[src/rtl/verifla_pkg.sv]
// Shared definitions for the VeriFLA run-length-encoded capture engine.
// Holds the capture FSM state encoding, the capture-line layout constants
// and the default values of the capture parameters.
package verifla_pkg;

    // Default capture parameters
    localparam int unsigned DATA_W_DEF    = 16;  // probed sample width
    localparam int unsigned REP_W_DEF     = 8;   // repetition field width
    localparam int unsigned ADDR_W_DEF    = 6;   // capture RAM address width
    localparam int unsigned PRE_LINES_DEF = 8;   // pre-trigger ring size

    // Capture line layout: line = {rep, data}; rep occupies the upper REP_W bits.
    localparam int unsigned LINE_DATA_LSB = 0;
    // Bookkeeping line (last address): rep = 0, data = {wrapped, last_pre}.
    localparam int unsigned BOOK_REP      = 0;

    typedef enum logic [2:0] {
        ST_IDLE = 3'd0,
        ST_PRE  = 3'd1,
        ST_POST = 3'd2,
        ST_BOOK = 3'd3,
        ST_DONE = 3'd4
    } state_e;

endpackage : verifla_pkg

[src/rtl/verifla_rle_stage.sv]
// Run-length encoder stage: tracks the current run (held value + repeat count)
// and reports combinationally when the run must be emitted as a capture line.
// Ports:
//   clk, rst_n   clock, async active-low reset
//   load_i       start a new run from sample_i (capture start)
//   active_i     compare/count enable (capture phases)
//   flush_i      force emission of the pending run (trigger cycle)
//   sample_i     probed sample
//   emit_c       pending run must be written this cycle (combinational)
//   line_c       pending line {rep, held} (combinational)
module verifla_rle_stage
    import verifla_pkg::*;
#(
    parameter int unsigned DATA_W = DATA_W_DEF,
    parameter int unsigned REP_W  = REP_W_DEF
) (
    input  logic                    clk,
    input  logic                    rst_n,
    input  logic                    load_i,
    input  logic                    active_i,
    input  logic                    flush_i,
    input  logic [DATA_W-1:0]       sample_i,
    output logic                    emit_c,
    output logic [REP_W+DATA_W-1:0] line_c
);

    localparam logic [REP_W-1:0] REP_MAX = '1;
    localparam logic [REP_W-1:0] REP_ONE = REP_W'(1);

    logic [DATA_W-1:0] held_q, held_d;
    logic [REP_W-1:0]  rep_q,  rep_d;
    logic              differ;
    logic              sat;

    // Emit decision and next run state
    always_comb begin
        differ = (sample_i != held_q);
        sat    = (rep_q == REP_MAX);
        emit_c = active_i & (flush_i | differ | sat);
        line_c = {rep_q, held_q};
        held_d = held_q;
        rep_d  = rep_q;
        if (load_i || emit_c) begin
            // emitted run (including a saturated one) restarts from this sample
            held_d = sample_i;
            rep_d  = REP_ONE;
        end else if (active_i) begin
            rep_d  = rep_q + REP_ONE;
        end
    end

    // Run registers
    always_ff @(posedge clk or negedge rst_n) begin
        if (!rst_n) begin
            held_q <= '0;
            rep_q  <= '0;
        end else begin
            held_q <= held_d;
            rep_q  <= rep_d;
        end
    end

endmodule : verifla_rle_stage

[src/rtl/verifla_capture_rle.sv]
// VeriFLA capture controller with run-length encoding.
// A pre-trigger ring (addresses 0..PRE_LINES-1) records RLE lines until the
// trigger; post-trigger lines fill PRE_LINES..DEPTH-2; the last line holds
// {rep=0, wrapped, last_pre} so software can unroll the ring.
// Ports:
//   clk_of_verifla, rst_l         clock, async active-low reset
//   arm                           start pulse (honoured in IDLE/DONE only)
//   sample                        probed signals
//   trig_value, trig_mask         trigger compare value and care mask
//   trig_edge                     0 = level match, 1 = rising match only
//   mem_we, mem_addr, mem_wdata   capture RAM write port, wdata = {rep, data}
//   busy, la_trigger_matched, done  status
module verifla_capture_rle
    import verifla_pkg::*;
#(
    parameter int unsigned DATA_W    = DATA_W_DEF,
    parameter int unsigned REP_W     = REP_W_DEF,
    parameter int unsigned ADDR_W    = ADDR_W_DEF,
    parameter int unsigned PRE_LINES = PRE_LINES_DEF
) (
    input  logic                    clk_of_verifla,
    input  logic                    rst_l,
    input  logic                    arm,
    input  logic [DATA_W-1:0]       sample,
    input  logic [DATA_W-1:0]       trig_value,
    input  logic [DATA_W-1:0]       trig_mask,
    input  logic                    trig_edge,
    output logic                    mem_we,
    output logic [ADDR_W-1:0]       mem_addr,
    output logic [REP_W+DATA_W-1:0] mem_wdata,
    output logic                    busy,
    output logic                    la_trigger_matched,
    output logic                    done
);

    localparam int unsigned DEPTH  = 2 ** ADDR_W;
    localparam int unsigned LINE_W = REP_W + DATA_W;

    localparam logic [ADDR_W-1:0] ADDR_ONE   = ADDR_W'(1);
    localparam logic [ADDR_W-1:0] RING_LAST  = ADDR_W'(PRE_LINES - 1);
    localparam logic [ADDR_W-1:0] POST_FIRST = ADDR_W'(PRE_LINES);
    localparam logic [ADDR_W-1:0] ADDR_LAST  = ADDR_W'(DEPTH - 1);

    state_e              state_q, state_d;
    logic [ADDR_W-1:0]   ptr_q, ptr_d;            // next line address
    logic [ADDR_W-1:0]   last_pre_q, last_pre_d;  // address of the trigger flush
    logic                wrapped_q, wrapped_d;
    logic                prev_match_q, prev_match_d;
    logic                trig_q, trig_d;
    logic                we_q, we_d;
    logic [ADDR_W-1:0]   addr_q, addr_d;
    logic [LINE_W-1:0]   wdata_q, wdata_d;
    logic                busy_q, busy_d;
    logic                done_q, done_d;

    logic                match_c;
    logic                arm_ok_c;
    logic                fire_c;
    logic                post_end_c;
    logic                rle_active_c;
    logic                emit_c;
    logic [LINE_W-1:0]   line_c;

    // Trigger qualification and RLE enables
    always_comb begin
        match_c      = (((sample ^ trig_value) & trig_mask) == '0);
        arm_ok_c     = arm && ((state_q == ST_IDLE) || (state_q == ST_DONE));
        fire_c       = (state_q == ST_PRE) && match_c && (!trig_edge || !prev_match_q);
        // next address past DEPTH-2 means the post area is full
        post_end_c   = (state_q == ST_POST) && (ptr_q == ADDR_LAST);
        rle_active_c = (state_q == ST_PRE) || ((state_q == ST_POST) && !post_end_c);
    end

    verifla_rle_stage #(
        .DATA_W (DATA_W),
        .REP_W  (REP_W)
    ) u_rle (
        .clk      (clk_of_verifla),
        .rst_n    (rst_l),
        .load_i   (arm_ok_c),
        .active_i (rle_active_c),
        .flush_i  (fire_c),
        .sample_i (sample),
        .emit_c   (emit_c),
        .line_c   (line_c)
    );

    // Next state, address generation and registered-output next values
    always_comb begin
        state_d      = state_q;
        ptr_d        = ptr_q;
        last_pre_d   = last_pre_q;
        wrapped_d    = wrapped_q;
        prev_match_d = prev_match_q;
        trig_d       = trig_q;
        we_d         = 1'b0;
        addr_d       = addr_q;
        wdata_d      = wdata_q;

        unique case (state_q)
            ST_IDLE, ST_DONE: begin
                if (arm_ok_c) begin
                    state_d      = ST_PRE;
                    ptr_d        = '0;
                    wrapped_d    = 1'b0;
                    last_pre_d   = '0;
                    prev_match_d = 1'b1;  // edge mode must not fire on the first cycle
                    trig_d       = 1'b0;
                end
            end
            ST_PRE: begin
                prev_match_d = match_c;
                if (emit_c) begin
                    we_d    = 1'b1;
                    addr_d  = ptr_q;
                    wdata_d = line_c;
                end
                if (fire_c) begin
                    last_pre_d = ptr_q;
                    ptr_d      = POST_FIRST;
                    trig_d     = 1'b1;
                    state_d    = ST_POST;
                end else if (emit_c) begin
                    if (ptr_q == RING_LAST) begin
                        ptr_d     = '0;
                        wrapped_d = 1'b1;
                    end else begin
                        ptr_d = ptr_q + ADDR_ONE;
                    end
                end
            end
            ST_POST: begin
                if (post_end_c) begin
                    // partial run is dropped; write the bookkeeping line
                    we_d    = 1'b1;
                    addr_d  = ADDR_LAST;
                    wdata_d = {REP_W'(BOOK_REP), wrapped_q, (DATA_W - 1)'(last_pre_q)};
                    state_d = ST_BOOK;
                end else if (emit_c) begin
                    we_d    = 1'b1;
                    addr_d  = ptr_q;
                    wdata_d = line_c;
                    ptr_d   = ptr_q + ADDR_ONE;
                end
            end
            ST_BOOK: begin
                state_d = ST_DONE;
            end
            default: begin
                state_d = ST_IDLE;
            end
        endcase

        busy_d = (state_d == ST_PRE) || (state_d == ST_POST) || (state_d == ST_BOOK);
        done_d = (state_d == ST_DONE);
    end

    // State and output registers
    always_ff @(posedge clk_of_verifla or negedge rst_l) begin
        if (!rst_l) begin
            state_q      <= ST_IDLE;
            ptr_q        <= '0;
            last_pre_q   <= '0;
            wrapped_q    <= 1'b0;
            prev_match_q <= 1'b0;
            trig_q       <= 1'b0;
            we_q         <= 1'b0;
            addr_q       <= '0;
            wdata_q      <= '0;
            busy_q       <= 1'b0;
            done_q       <= 1'b0;
        end else begin
            state_q      <= state_d;
            ptr_q        <= ptr_d;
            last_pre_q   <= last_pre_d;
            wrapped_q    <= wrapped_d;
            prev_match_q <= prev_match_d;
            trig_q       <= trig_d;
            we_q         <= we_d;
            addr_q       <= addr_d;
            wdata_q      <= wdata_d;
            busy_q       <= busy_d;
            done_q       <= done_d;
        end
    end

    assign mem_we             = we_q;
    assign mem_addr           = addr_q;
    assign mem_wdata          = wdata_q;
    assign busy               = busy_q;
    assign la_trigger_matched = trig_q;
    assign done               = done_q;

endmodule : verifla_capture_rle

[config.mk]
export PLATFORM = sky130hd
export DESIGN_NAME = verifla_capture_rle
export DESIGN_NICKNAME = d
export VERILOG_FILES = /design/src/rtl/verifla_pkg.sv /design/src/rtl/verifla_rle_stage.sv /design/src/rtl/verifla_capture_rle.sv
export SDC_FILE = /design/constraint.sdc
export NUM_CORES = 1
export LEC_CHECK = 0
export CAP_MARGIN = 20
export CORE_ASPECT_RATIO = 2
export CORE_MARGIN = 3
export CORE_UTILIZATION = 54
export DETAILED_ROUTE_END_ITERATION = 12
export PLACE_DENSITY = 0.84
export SLEW_MARGIN = 20
export SYNTH_ARGS = -nofsm -noshare
export SYNTH_HDL_FRONTEND = slang
export SYNTH_HIERARCHICAL = 1
export SYNTH_SLANG_ARGS = --single-unit
[constraint.sdc]
create_clock -name clk_of_verifla -period 6.8 [get_ports clk_of_verifla]
set_clock_uncertainty 0.1 [all_clocks]
set_input_delay 2.04 -clock clk_of_verifla [delete_from_list [all_inputs] [get_ports clk_of_verifla]]
set_output_delay 2.04 -clock clk_of_verifla [all_outputs]
set_load 0.01 [all_outputs]
==> impl_metrics.json, run 1 <==
{
  "outcome": "finished, final reports clean",
  "worstPathRequired_ns": 6.94,
  "grt_usage_pct": 26.6,
  "yosysWarnings": 6,
  "netlist_instances": 372,
  "dp_cells": 532,
  "cts-hold-fix-buffers": 0,
  "insertion_delay_ns": 0.35,
  "die_h_um": 124,
  "via_per_inst": 5.76,
  "synthFlopType": "dfrtp_1",
  "whs_endpoint": "la_trigger_matched$_DFFE_PN0P_",
  "drtPass1Iterations": 4,
  "power.density_nw_per_um2": 385,
  "max-slew-margin-rel_pct": 38.6,
  "drv_slew": 0,
  "fin_tns_setup_ns": 0,
  "finalCritPeriodShare_pct": 82.8,
  "cp_slowest_cell": "a21boi_0",
  "cts_sinks": 75,
  "crit_start": "sample[12]",
  "io_buffers": 85,
  "synthDistinctLibCells": 47,
  "antenna_left": 0,
  "finalSetupViolations": 0,
  "grt_max_degree": 76,
  "cts_setup_buffers": 0,
  "regToRegSetupSlack_ns": 2.68,
  "power.leakage_nw": 2.17,
  "core_sq_um": 6670,
  "finalHoldViolCount": 0,
  "hp-start": "la_trigger_matched$_DFFE_PN0P_",
  "place_area_sq_um": 4660,
  "rr_endpoint": "mem_addr[4]$_DFFE_PN0P_",
  "ys_ff_latch": 75,
  "globalRouteOverflowTotal": 0,
  "hold-worst-slack_ns": 0.400,
  "syn-num-nets": 426,
  "cts_tree": "yes",
  "ir_drop_uv": 241,
  "grt_pass1_wl_um": 15900,
  "numCtsBuffers": 9,
  "antenna_found_initial": 0,
  "grt_pass1_vias": 3327,
  "worst-path-max-fanout": 21,
  "pin_count": 86,
  "cap_violations": 0,
  "cts_max_path_buffers": 2,
  "crit_arrival_ns": 5.77,
  "wirelength_um": 9640,
  "cts.reportedPaths.clkPinSlew_ns": 0.07,
  "drc": 0,
  "post-route-min-period_ns": 5.63,
  "gp_congestion": 0.892,
  "rsz0062_at_grt": "false",
  "synth_enable_flop_cells": 0,
  "seq_area_frac_synth_pct": 50.0,
  "area_growth_pct": 31.6,
  "die_x_um": 65.0,
  "start_util_pct": 56.2,
  "h-tree-depth": 3,
  "rr_startpoint": "state_q[2]$_DFF_PN0_",
  "dieArea_sq_um": 8050,
  "path_class": "in2reg",
  "antenna_cells": 0,
  "wire_per_inst_um": 17.6,
  "path_cells": "clkdlybuf4s50_1, xor2_1, a22oi_1, nand4_1, and4bb_4, nor2_1, and4_1, a21boi_0, nand3b_1, buf_4, a22o_1",
  "slowest_delay_ns": 0.56,
  "worst_slew_pin_slew_ns": 0.921,
  "end_kind": "flop",
  "finalPower_mw": 1.90,
  "syn_area_sq_um": 3750,
  "async_reset_ff_share_pct": 100,
  "nets": 509,
  "stdcell_area_sq_um": 4940,
  "cts_resized": 0,
  "min_path_cells": 1,
  "hp-class": "reg2reg",
  "rr_worst_depth": 10,
  "cp-start-kind": "primary input",
  "synth.avg_cell_area_sq_um": 10.1,
  "row_count": 42,
  "vias": 3158,
  "dp_hpwl_um": 7020,
  "layout-drive-gt1-share_pct": 11.3,
  "fin_cells": 548,
  "max_freq_mhz": 178,
  "drtIter0Drc": 228,
  "root_buffer": "clkbuf_16"
}
## Yosys cell counts (all sizes together) (7+ instances only)
| master | count | area [sq um] |
|---|---|---|
| a21oi | 24 | 124 |
| a22o | 9 | 78.8 |
| a22oi | 7 | 52.6 |
| a31oi | 12 | 90.1 |
| buf | 7 | 53.8 |
| clkbuf | 12 | 45.0 |
| dfrtp | 75 | 1880 |
| mux2 | 17 | 221 |
| nand2 | 68 | 255 |
| nand2b | 10 | 62.6 |
| nand3 | 13 | 65.1 |
| nand4 | 7 | 43.8 |
| nor2 | 19 | 71.3 |
| nor3 | 8 | 45.0 |
| xor2 | 30 | 263 |
## kinds of logic (layout without fill, tap and decap cells)
family | count (synthesis) | count (layout) | synth area share [%]
AO/OA/AOI/OAI | 71 | 71 | 13.0
XOR/XNOR | 34 | 34 | 7.93
adder cells (fa/ha/maj) | 2 | 2 | 0.667
buffers and inverters | 23 | 111 | 3.03
flip-flops | 75 | 75 | 50.0
multiplexers | 17 | 17 | 5.90
AND/OR/NAND/NOR | 150 | 150 | 19.5
## through the flow
stage / worst slack, ns / util, %
6_report: 1.17 / 74.0
5_1_grt: 0.955 / 74.0
4_1_cts: 1.24 / 74.0
3_5_place_dp: 0.869 / 69.8
3_3_place_gp: 1.01 / 69.8
2_1_floorplan: 1.83 / -
## worst max-delay path: cells and delay by family
family,cells,cell delay [ns]
buf+inv,2,0.89
simple gates,5,1.61
compound gates,3,1.02
xor+xnor,1,0.18
## layer usage
metal | vias up | wire length [um] | global-route usage [%]
met5 | - | 0 | 0
met2 | 119 | 5300 | 46.6
met1 | 1537 | 3480 | 28.4
li1 | 1469 | - | -
met4 | 0 | 455 | 18.9
met3 | 33 | 396 | 4.42
## registers in the layout, summed over array words and instances, names as in the netlist
name / cells
busy: 1
done: 1
la_trigger_matched: 1
last_pre_q: 6
mem_addr: 6
mem_wdata: 24
mem_we: 1
prev_match_q: 1
ptr_q: 6
state_q: 3
u_rle/held_q: 16
u_rle/rep_q: 8
wrapped_q: 1
## area by class of cell
class                      instances  area (sq um)
clock buffer                       9           225
clock inverter                     7          60.1
fill                             493          1730
inverter                           4          15.0
multi-input combinational        274          1760
sequential                        75          1880
tap                               88           110
timing repair buffer              91           891
## worst max-delay path by stage
stage	to	slack (ns)
6_report	mem_addr[4]$_DFFE_PN0P_	1.17
5_1_grt	mem_addr[2]$_DFFE_PN0P_	0.96
4_1_cts	mem_addr[4]$_DFFE_PN0P_	1.24
3_5_place_dp	mem_addr[4]$_DFFE_PN0P_	0.87
3_3_place_gp	mem_addr[4]$_DFFE_PN0P_	1.01
2_1_floorplan	mem_wdata[10]$_DFFE_PN0P_	1.83
## cell usage in the layout (no fill, tap or decap), types with 6 or more instances in the layout
cell type / count
a21oi_1: 23
a22o_1: 9
a22oi_1: 7
a31oi_1: 11
buf_4: 6
clkbuf_16: 9
clkdlybuf4s50_1: 84
dfrtp_1: 75
mux2_2: 9
mux2_4: 8
nand2_1: 68
nand2b_1: 10
nand3_1: 13
nand4_1: 7
nor2_1: 19
nor3_1: 7
xor2_1: 30
## power breakdown
group | total, mW | switching (mW) | leakage, nW | internal [mW]
clock network | 0.454 | 0.202 | 0.137 | 0.252
registers | 0.700 | 0.123 | 0.942 | 0.578
logic | 0.750 | 0.378 | 1.09 | 0.372
total | 1.90 | 0.702 | 2.17 | 1.20
Power figures use the tool's default switching activity.
==> run 2: changes to the inputs <==
--- a/config.mk
+++ b/config.mk
@@ -8,9 +8,9 @@
 export CAP_MARGIN = 20
 export CORE_ASPECT_RATIO = 2
 export CORE_MARGIN = 3
-export CORE_UTILIZATION = 54
+export CORE_UTILIZATION = 50
 export DETAILED_ROUTE_END_ITERATION = 12
-export PLACE_DENSITY = 0.84
+export PLACE_DENSITY = 0.79
 export SLEW_MARGIN = 20
 export SYNTH_ARGS = -nofsm -noshare
 export SYNTH_HDL_FRONTEND = slang
==> constraint.sdc (replaced) <==
create_clock -name clk_of_verifla -period 5.2 [get_ports clk_of_verifla]
set_clock_uncertainty 0.1 [all_clocks]
set_input_delay 1.56 -clock clk_of_verifla [delete_from_list [all_inputs] [get_ports clk_of_verifla]]
set_output_delay 1.56 -clock clk_of_verifla [all_outputs]
set_load 0.01 [all_outputs]
==> run 2 against run 1 <==
  * Total power is 41% higher
  * Setup slack worse by 0.57 ns
  * Die area rose by 7.4%
  * Wire length shrank 1.0%
  * Critical path type unchanged
  * Largest cell class unchanged
  * Highest routed layer unchanged
==> impl_metrics.json, run 2 (synthesis gave the netlist of run 1 again) <==
{
  "outcome": "finished, final reports clean",
  "cts_max_path_buffers": 2,
  "cts_sinks": 75,
  "max-slew-margin-rel_pct": 37.9,
  "grt_pass1_vias": 3312,
  "h-tree-depth": 3,
  "antenna_found_initial": 0,
  "area_growth_pct": 35.0,
  "hp-class": "reg2reg",
  "antenna_left": 0,
  "dieArea_sq_um": 8650,
  "grt_pass1_wl_um": 15900,
  "finalCritPeriodShare_pct": 88.4,
  "rsz0062_at_grt": "false",
  "core_sq_um": 7270,
  "post-route-min-period_ns": 4.60,
  "numCtsBuffers": 9,
  "vias": 3163,
  "drtPass1Iterations": 4,
  "drv_slew": 0,
  "drc": 0,
  "worstPathRequired_ns": 5.37,
  "finalPower_mw": 2.68,
  "power.leakage_nw": 2.23,
  "power.density_nw_per_um2": 530,
  "cts.reportedPaths.clkPinSlew_ns": 0.06,
  "drtIter0Drc": 182,
  "start_util_pct": 51.7,
  "cp-start-kind": "primary input",
  "gp_congestion": 0.896,
  "worst-path-max-fanout": 11,
  "globalRouteOverflowTotal": 0,
  "end_kind": "flop",
  "finalHoldViolCount": 0,
  "die_h_um": 129,
  "dp_cells": 539,
  "max_freq_mhz": 217,
  "grt_usage_pct": 24.7,
  "insertion_delay_ns": 0.34,
  "path_class": "in2reg",
  "largest_reg_flops": 24,
  "dp_hpwl_um": 6940,
  "postLayoutCoreUtil_pct": 69.7,
  "final_cell_mix": "84 x clkdlybuf4s50_1, 75 x dfrtp_1, 68 x nand2_1",
  "fin_cells": 555,
  "nets": 512,
  "root_buffer": "clkbuf_16",
  "cap_violations": 0,
  "wire_per_inst_um": 17.2,
  "cts_setup_buffers": 0,
  "die_x_um": 67.3,
  "cts_resized": 0,
  "wirelength_um": 9540,
  "finalSetupViolations": 0,
  "pin_count": 86,
  "io_buffers": 85,
  "cts_tree": "yes",
  "antenna_cells": 0,
  "layout_commonest_cell": "clkdlybuf4s50_1",
  "cts-hold-fix-buffers": 0,
  "grt_max_degree": 76,
  "ir_drop_uv": 277,
  "row_count": 44,
  "fin_tns_setup_ns": 0,
  "crit_arrival_ns": 4.77,
  "via_per_inst": 5.70,
  "layout-drive-gt1-share_pct": 11.7,
  "worst_slew_pin_slew_ns": 0.932
}
run 2: worst paths after layout:
kind | from | endpoint | slack (ns) | depth (start not counted)
worst min register to register | la_trigger_matched$_DFFE_PN0P_ | la_trigger_matched$_DFFE_PN0P_ | 0.38 | 1
worst min-delay path | la_trigger_matched$_DFFE_PN0P_ | la_trigger_matched$_DFFE_PN0P_ | 0.38 | 1
max in group asynchronous | rst_l | mem_wdata[20]$_DFFE_PN0P_ | 3.06 | 2
min in group asynchronous | rst_l | la_trigger_matched$_DFFE_PN0P_ | 1.33 | 2
worst max-delay path | sample[4] | last_pre_q[0]$_DFFE_PN0P_ | 0.60 | 13
worst max register to register | state_q[2]$_DFF_PN0_ | last_pre_q[0]$_DFFE_PN0P_ | 1.84 | 12
run 2: stage by stage:
| step | setup WS [ns] | area (sq um) | hold WS (ns) |
|---|---|---|---|
| global route | 0.337 | 5070 | 0.405 |
| floorplan | 0.715 | 3750 | 0.367 |
| CTS | 0.613 | 5060 | 0.390 |
| global placement | 0.403 | 4680 | 0.371 |
| finish | 0.601 | 5070 | 0.384 |
| detailed placement | 0.265 | 4680 | 0.377 |
run 2: routing by layer:
metal / GRT usage, % / part of all wire, % / vias up
li1: - / - / 1470
met5: 0 / 0 / -
met4: 14.0 / 4.1 / 0
met3: 4.98 / 4.7 / 29
met1: 27.1 / 34 / 1556
met2: 42.9 / 57 / 108
run 2: worst max-delay path, cell delays in order:
cell             delay [ns]
clkdlybuf4s50_1        0.55
xor2_1                 0.19
a22oi_1                0.14
nand2_1                0.11
and4bb_4               0.23
nor2_1                 0.11
and4_1                 0.48
a21boi_0               0.15
buf_4                  0.18
a31o_2                 0.20
o21a_1                 0.16
a21oi_1                0.47
a22o_1                 0.21
run 2: cell type report:
type                    count  area, sq um
clock buffers              12          256
clock inverters             4          120
fillers                   569         2200
inverters                   4         15.0
multi-input cells         274         1770
flip-flops and latches     75         1880
well taps                  92          115
repair buffers             94          913
run 2: where the power goes:
part,internal [mW],total [mW],switching (mW)
Sequential,0.756,0.904,0.148
Combinational,0.499,1.00,0.501
Clock,0.544,0.781,0.238
Total,1.80,2.68,0.886
==> run 3: changes to the inputs <==
--- a/config.mk
+++ b/config.mk
@@ -5,12 +5,14 @@
 export SDC_FILE = /design/constraint.sdc
 export NUM_CORES = 1
 export LEC_CHECK = 0
+export ABC_CLOCK_PERIOD_IN_PS = 5200
 export CAP_MARGIN = 20
 export CORE_ASPECT_RATIO = 2
 export CORE_MARGIN = 3
 export CORE_UTILIZATION = 50
 export DETAILED_ROUTE_END_ITERATION = 12
 export PLACE_DENSITY = 0.79
+export RECOVER_POWER = 50
 export SLEW_MARGIN = 20
 export SYNTH_ARGS = -nofsm -noshare
 export SYNTH_HDL_FRONTEND = slang
==> run 3 against run 2 <==
  * The flow now finishes with violations (capacitance limit, slew limit)
  * Non-clock buffer count did not move
  * Count of clock-buffer cells in the layout is the same
  * Core utilization barely moved
  * Sequential share of layout area about the same
  * Critical endpoint unchanged
==> impl_metrics.json, run 3 (synthesis gave the netlist of run 1 again) <==
{
  "cap_violations": 1,
  "max_freq_mhz": 216,
  "rsz0062_at_grt": "false",
  "max-slew-margin-rel_pct": -24.0,
  "dp_hpwl_um": 6940,
  "grt_usage_pct": 24.7,
  "intPower_mw": 1.79,
  "power_frac_seq_pct": 33.8,
  "wire_per_inst_um": 17.2,
  "finalPower_mw": 2.67,
  "worst_slew_pin_slew_ns": 1.86,
  "cts_resized": 0,
  "insertion_delay_ns": 0.33,
  "layout_commonest_cell": "dfrtp_1",
  "final_cell_mix": "75 x dfrtp_1, 69 x clkdlybuf4s50_1, 68 x nand2_1",
  "fin_tns_setup_ns": 0,
  "netSwitchingFraction_pct": 33.0,
  "crit_arrival_ns": 4.80,
  "nFillCells": 570,
  "post-route-min-period_ns": 4.63,
  "place_area_sq_um": 4680,
  "combPwrFrac_pct": 36.9,
  "numCtsBuffers": 9,
  "gp_congestion": 0.896,
  "worstPathRequired_ns": 5.37,
  "path_class": "in2reg",
  "globalRouteOverflowTotal": 0,
  "multiInputGateArea_sq_um": 1770,
  "stdcell_area_sq_um": 5060,
  "cts.reportedPaths.clkPinSlew_ns": 0.06,
  "hp-class": "reg2reg",
  "failed_checks": "capacitance limit, slew limit",
  "cts_setup_buffers": 0,
  "via_per_inst": 5.70,
  "grt_pass1_vias": 3312,
  "finalSetupViolations": 0,
  "drtPass1Iterations": 4,
  "drv_slew": 76,
  "grt_max_degree": 76,
  "antenna_found_initial": 0,
  "seq_area_sq_um": 1880,
  "nets": 512,
  "power.leakage_nw": 2.25,
  "layout-drive-gt1-share_pct": 11.7,
  "grt_pass1_wl_um": 15900,
  "drtIter0Drc": 186,
  "outcome": "complete, but fails checks",
  "largest_reg_flops": 24,
  "wirelength_um": 9530,
  "finalCritPeriodShare_pct": 89.1,
  "root_buffer": "clkbuf_16",
  "die_h_um": 129,
  "power.density_nw_per_um2": 527,
  "h-tree-depth": 3,
  "row_count": 44,
  "start_util_pct": 51.7,
  "vias": 3161,
  "cts-hold-fix-buffers": 0,
  "die_x_um": 67.3,
  "pin_count": 86,
  "io_buffers": 85,
  "ir_drop_uv": 278,
  "switchingPower_uw": 881,
  "postLayoutCoreUtil_pct": 69.7,
  "core_sq_um": 7270,
  "antenna_cells": 0,
  "dp_cells": 539,
  "antenna_left": 0,
  "dieArea_sq_um": 8650,
  "cts_max_path_buffers": 2,
  "regToRegSetupSlack_ns": 1.84,
  "p_clk_share_pct": 29.2,
  "drc": 0,
  "area_growth_pct": 34.9,
  "worst-path-max-fanout": 11,
  "cts_tree": "yes",
  "cp-start-kind": "primary input",
  "cts_sinks": 75,
  "end_kind": "flop",
  "fin_cells": 555,
  "finalHoldViolCount": 0
}
-- run 3: path summary, 6_finish.rpt --
check	startpoint	end	cells past startpoint
max	sample[12]	last_pre_q[0]$_DFFE_PN0P_	13
min reg2reg	la_trigger_matched$_DFFE_PN0P_	la_trigger_matched$_DFFE_PN0P_	1
min	la_trigger_matched$_DFFE_PN0P_	la_trigger_matched$_DFFE_PN0P_	1
max reg2reg	state_q[2]$_DFF_PN0_	last_pre_q[0]$_DFFE_PN0P_	12
min in group asynchronous	rst_l	la_trigger_matched$_DFFE_PN0P_	2
max in group asynchronous	rst_l	mem_wdata[21]$_DFFE_PN0P_	2
-- run 3: final cells by class --
cell class,count,area share [%]
sequential,75,37.1
multi-input combinational,274,34.9
timing repair buffer,94,18.0
clock buffer,12,5.07
clock inverter,4,2.37
tap,92,2.27
inverter,4,0.297
-- run 3: critical path: stages --
cell and delay [ns]:
dlygate4sd3_1 0.66, xor2_1 0.17, a22oi_1 0.12, nand4_1 0.10, and4bb_4 0.21, nor2_1 0.11
and4_1 0.48, a21boi_0 0.15, buf_4 0.18, a31o_2 0.20, o21a_1 0.16, a21oi_1 0.48
a22o_1 0.22
-- run 3: power by group through the flow --
stage / combinational (mW) / sequential (mW) / clock, mW
after floorplan: 0.556 / 0.908 / 0
after global placement: 0.975 / 0.904 / 0
after detailed placement: 1.00 / 0.909 / 0
after CTS: 1.00 / 0.904 / 0.792
after global routing: 1.07 / 0.925 / 0.811
final: 0.985 / 0.903 / 0.780
-- run 3: layer usage --
layer	global-route usage (%)	share of wire [%]	vias to the layer above
li1	-	-	1475
met4	14.0	4.1	0
met1	27.1	35	1538
met2	42.9	57	118
met3	4.98	4.4	30
met5	0	0	-
-- run 3: per-stage QoR --
| step | hold WS, ns | setup WS (ns) |
|---|---|---|
| floorplan | 0.367 | 0.715 |
| global placement | 0.371 | 0.403 |
| detailed placement | 0.377 | 0.265 |
| CTS | 0.390 | 0.613 |
| global route | 0.405 | 0.298 |
| finish | 0.385 | 0.568 |
